===== src/rtl/bit_serializer.sv =====
// Parallel-in/serial-out word serializer with a one-entry holding register.
// Back-to-back words stream out on x without gaps; IDLE_BIT is driven between words.
module bit_serializer #(
  parameter int unsigned WIDTH     = 8,
  parameter bit          MSB_FIRST = 1'b1,
  parameter bit          IDLE_BIT  = 1'b1
) (
  input  logic             clk,
  input  logic             reset,
  input  logic [WIDTH-1:0] din,
  input  logic             din_valid,
  output logic             din_ready,
  output logic             x,
  output logic             x_valid,
  output logic             frame_start,
  output logic             word_done
);

  localparam int unsigned     CntW    = $clog2(WIDTH);
  localparam logic [CntW-1:0] CntLast = CntW'(WIDTH - 1);

  typedef enum logic {StIdle, StShift} state_e;

  state_e           state_q;
  logic [CntW-1:0]  cnt_q;
  logic [WIDTH-1:0] sreg_q;
  logic [WIDTH-1:0] hold_q;
  logic             hold_full_q;

  logic             accept;
  logic             last;
  logic             out_bit;
  logic [WIDTH-1:0] sreg_shifted;

  always_comb begin
    last      = (state_q == StShift) && (cnt_q == CntLast);
    din_ready = !hold_full_q && !reset;
    accept    = din_valid && din_ready;
    if (MSB_FIRST) begin
      out_bit      = sreg_q[WIDTH-1];
      sreg_shifted = {sreg_q[WIDTH-2:0], 1'b0};
    end else begin
      out_bit      = sreg_q[0];
      sreg_shifted = {1'b0, sreg_q[WIDTH-1:1]};
    end
  end

  // Outputs are masked by reset so a word cut off mid-stream never continues.
  always_comb begin
    x_valid     = (state_q == StShift) && !reset;
    x           = x_valid ? out_bit : IDLE_BIT;
    frame_start = x_valid && (cnt_q == '0);
    word_done   = last && !reset;
  end

  always_ff @(posedge clk) begin
    if (reset) begin
      state_q     <= StIdle;
      cnt_q       <= '0;
      hold_full_q <= 1'b0;
      sreg_q      <= '0;
    end else if (state_q == StIdle) begin
      if (accept) begin
        sreg_q  <= din;
        cnt_q   <= '0;
        state_q <= StShift;
      end
    end else if (!last) begin
      sreg_q <= sreg_shifted;
      cnt_q  <= cnt_q + CntW'(1);
      if (accept) begin
        hold_q      <= din;
        hold_full_q <= 1'b1;
      end
    end else if (hold_full_q) begin
      sreg_q      <= hold_q;
      cnt_q       <= '0;
      hold_full_q <= 1'b0;
    end else if (accept) begin
      // Gapless reload straight from din on the final bit.
      sreg_q <= din;
      cnt_q  <= '0;
    end else begin
      state_q <= StIdle;
    end
  end

endmodule

===== config.mk =====
export PLATFORM = sky130hd
export DESIGN_NAME = bit_serializer
export DESIGN_NICKNAME = d
export VERILOG_FILES = /design/src/rtl/bit_serializer.sv
export SDC_FILE = /design/constraint.sdc
export NUM_CORES = 1
export LEC_CHECK = 0
export ABC_CLOCK_PERIOD_IN_PS = 3400
export CAP_MARGIN = 15
export CELL_PAD_IN_SITES_DETAIL_PLACEMENT = 2
export CELL_PAD_IN_SITES_GLOBAL_PLACEMENT = 2
export CORE_ASPECT_RATIO = 0.7
export CORE_UTILIZATION = 30
export CTS_CLUSTER_DIAMETER = 100
export DETAILED_ROUTE_END_ITERATION = 12
export GPL_ROUTABILITY_DRIVEN = 0
export GPL_TIMING_DRIVEN = 0
export PLACE_DENSITY_LB_ADDON = 0.1
export SETUP_SLACK_MARGIN = 0.02
export SLEW_MARGIN = 30
export SYNTH_ARGS = -nofsm -noshare
export SYNTH_HDL_FRONTEND = slang
export SYNTH_SLANG_ARGS = --single-unit

===== constraint.sdc =====
create_clock -name clk -period 3.4 [get_ports clk]
set_clock_uncertainty 0.2 [all_clocks]
set_input_delay 0.68 -clock clk [delete_from_list [all_inputs] [get_ports clk]]
set_output_delay 0.68 -clock clk [all_outputs]
set_load 0.02 [all_outputs]

-- Word-level counts from Yosys, hierarchy flattened
Cells that the tools add are included.
- multiplexer cells: 15
- bitwise operators: 2
- $lt $le $gt $ge: 0
- multiply operators: 0
- reductions and logical operators: 12
- eq/ne operators: 1
- div/mod/pow operators: 0
- $add $sub $neg: 1
- shifts and indexed selects: 0
- operators with widths (kind ; count):
    two-way mux 8 bit ; 4
    two-way mux 3 bit ; 4
    two-way mux 1 bit ; 7
    logical AND 1 bit ; 6
    AND reduction 4 bit ; 1
    adder 3 x 1 -> 3 bit (second input constant) ; 1
    equality test 3 bit (second input constant) ; 1
    zero test 3 bit ; 1
    zero test 1 bit ; 2
    NOT 1 bit ; 2
    AND reduction 2 bit ; 1
    nonzero test 2 bit ; 1
- output and inout port bits: 5
- register bits after elaboration: 21
- bits in read-only memories: 0
- RAM bits: 0
- latch bits: 0
- memories kept: 0
- input bits: 11
- word-level logic and storage cells: 36

-- Logic depth before layout (Yosys ltp)
- depth in word-level cells: 7
- mapped depth: 6
- mapped depth without buffers: 5

-- Worst setup path before layout
OpenSTA, ideal clock, no wires.
- path type: input -> register
- start: in reset
- end: reg hold_q[0] (enable)
- library setup time: 0.395 ns
- arrival time: 1.857 ns
- path slack: 0.948 ns
- buffers on the path: 1
- stages on the path: 3
- cells stage by stage: nand2b_4 buf_2 nor4_1
- word-level cells in the longest chain between the ends: 4
- elaborated cells on any way between the ends: 5
- RTL lines (item ; line ; text):
    from (decl) ; 9 ; input logic reset,
    zero test 1 bit ; 37 ; din_ready = !hold_full_q && !reset;
    logical AND 1 bit ; 37 ;
    logical AND 1 bit ; 38 ; accept = din_valid && din_ready;
    AND reduction 4 bit (no line) * ; - ;
    to (signal assigned) ; 72 ; hold_q <= din;
    to (decl) ; 27 ; logic [WIDTH-1:0] hold_q;
Mark *: on every way between the ends. The rest lies on a longest branch, timed or not.
A chain may end at the register's enable or synchronous reset.

-- Worst setup path after layout
- start: in reset
- end: out frame_start
- word-level cells in the longest chain between the ends: 3
- RTL lines (item ; line ; text):
    zero test 1 bit ; 50 ; x_valid = (state_q == StShift) && !reset;
    logical AND 1 bit ; 50 ;
    logical AND 1 bit ; 52 ; frame_start = x_valid && (cnt_q == '0);
    to (decl) ; 15 ; output logic frame_start,
Every way passes these cells.

==> results_dict.tcl <==
set metrics [dict create \
    synth_nets 101 \
    grt_pass1_vias 810 \
    syn_area_per_cell_um2 11.0 \
    hp-class "register to register" \
    grt_pass1_wl_mm 4.22 \
    grt_overflow_total 0 \
    path_clk_slew_ns 0.08 \
    fin_util 0.414 \
    cp.required_ns 2.52 \
    top_layer "met4" \
    drc 0 \
    cts_sinks 21 \
    cts_tree "done" \
    tns_ns 0 \
    synth_most_common_cell "dfxtp_1" \
    ys.flop_type "dfxtp_1" \
    dieArea_mm2 0.00343 \
    numCtsBuffers 3 \
    netlist_top_cells_area "dfxtp_1, edfxtp_1, mux2i_1" \
    arrival_ns 2.25 \
    setup_viol 0 \
    slowest_stage "clkdlybuf4s50_1" \
    status "finished clean" \
    slew_headroom 0.662 \
    dr_wl_met2_mm 1.18 \
    yosysWarnings 0 \
    routedWlPerCell_um 17.9 \
    antennaDiodeCount 0 \
    wl_met1_mm 1.28 \
    clockBufferDepth 2 \
    worst_slack_ns 0.271 \
    rows 16 \
    drv_slew 0 \
    grt_max_degree 13 \
    fmax_mhz 320 \
    dpl.hpwl_mm 1.86 \
    leakagePower_uw 0.000477 \
    nNetsFinal 122 \
    h-tree-depth 1 \
    period_minus_slack_ns 3.13 \
    crit_path_max_fanout 10 \
    grtUsageTotal 0.164 \
    cp-end-kind "output port" \
    ys_types 26 \
    root_buffer "clkbuf_8" \
    routed-via-count 745 \
    dr.first_iter.drc_count 26 \
    drive_gt1_frac 0.131 \
    insertion_delay_ns 0.27 \
    dr.pass1.iters 4 \
    powerDensity_mw_per_mm2 434 \
    die_h_um 49.3 \
    crit_chain "dlygate4sd2_1 -> nand2b_4 -> buf_2 -> nor3b_1 -> clkdlybuf4s50_1" \
    async_flop_share 0 \
    netlist_instances 87 \
    crit_type "primary input to output port" \
    finalHoldViolCount 0 \
    synth_edf_count 8 \
    port_buffers 15 \
    ys_ff_latch 21 \
    fillers 322 \
    postCtsHoldBufs 0 \
    worst_setup_path_start_kind "primary input" \
    yosysSeqAreaShare 0.522 \
    yosysTopAreaCellShare 0.272 \
    rsz0062_at_grt "false" \
    fp.dieW_um 69.6 \
    peakVddDrop_mv 0.199 \
    ios 16 \
    synth_common_cells "dfxtp_1, a21oi_1, edfxtp_1, mux2i_1" \
    design_power_total_uw 525 \
    syn2layout_area_growth_pct 26.2 \
    pre_cts_slack_ns -0.0150 \
    start_util 0.328 \
    ant_nets 0 \
    dr_wl_met3_um 91 \
    syn_area_um2 958 \
    worst_slew_pin_slew_ns 0.503 \
    slowest_delay_ns 0.63 \
    totalWireLength_mm 2.55 \
    antenna_found_initial 0 \
    synth_top_cell_by_area "dfxtp_1" \
    viasPerCell 5.21 \
    max_cap_violations 0 \
    min_period_over_period 0.920 \
    cts_setup_buffers 0 \
    core_area_mm2 0.00292 \
]
-- per-layer routing --
| layer | track usage | vias up |
|---|---|---|
| met5 | 0 | - |
| met4 | 0.0306 | 0 |
| met3 | 0.0455 | 2 |
| met2 | 0.275 | 11 |
| met1 | 0.213 | 369 |
| li1 | - | 363 |
-- final cells by class --
cell class                 count  area, µm²  share of cell area
buffer                         5       30.0              0.0248
tap                           36       45.0              0.0372
clock buffer                   3       41.3              0.0341
inverter                       4       15.0              0.0124
clock inverter                 1       5.00             0.00414
timing repair buffer          16        154               0.127
multi-input combinational     57        419               0.346
sequential                    21        500               0.414
-- cell usage in the layout, fill, tap and decap left out --
cell type        synthesis  routed
ha_1                     3       3
inv_1                    4       4
a21oi_1                  9       9
nand2b_1                 3       3
clkdlybuf4s50_1          0      14
clkinv_2                 0       1
a211oi_1                 1       1
nand2_1                  2       2
nand4_1                  1       1
clkbuf_1                 1       1
o311ai_2                 1       1
buf_2                    3       4
nor4_2                   0       1
and2b_2                  1       1
o21ai_0                  1       1
buf_6                    1       1
and3_1                   7       7
mux2i_1                  8       8
nor3b_1                  1       1
nand3_1                  1       1
edfxtp_1                 8       8
clkbuf_8                 0       3
o22ai_1                  7       7
nand2b_4                 1       1
mux2_2                   1       1
nor2_1                   4       4
dfxtp_1                 13      13
a21o_1                   1       1
dlygate4sd2_1            0       1
o2bb2ai_1                3       3
-- cells by family after synthesis --
group           Yosys count  synth area share
flops                    21             0.522
mux                       9            0.0953
simple gates             22             0.138
buf+inv                   9            0.0470
fa+ha+maj                 3            0.0392
compound gates           23             0.158
-- critical path, delay by kind of cell --
family / cells / cell delay (ns)
buffers and inverters: 3 / 1.17
and+or+nand+nor: 2 / 0.38
-- power breakdown --
group	internal [µW]	leakage (µW)	switching, µW
logic	37.4	0.000273	38.0
registers	272	0.000179	7.99
clock network	81.8	0.0000255	88.1
total	391	0.000477	134
-- path summary, 6_finish.rpt --
kind	slack (ns)	endpoint	start	cells after the start
setup / recovery	0.27	frame_start	reset	5
hold / removal	0.27	cnt_q[1]	cnt_q[1]	2
setup reg to reg	1.10	hold_q[4]	cnt_q[0]	5
hold reg to reg	0.27	cnt_q[1]	cnt_q[1]	2
-- through the flow --
stage	hold slack [ns]	cell area (µm²)	cells
floorplan	0.246	958	87
global placement	0.260	1150	138
detailed placement	0.269	1160	139
CTS	0.280	1210	143
global route	0.311	1210	143
finish	0.273	1210	143
-- state kept, by name, summed over array words and instances (netlist names) --
name,cells
hold_q,8
sreg_q,8
cnt_q,3
hold_full_q,1
state_q,1
-- repair_timing --
action,CTS,global route
endpoints found under the hold margin,0,0
endpoints found under the setup margin,1,0
gates resized for setup,1,0
(Power assumes the default switching activity.)
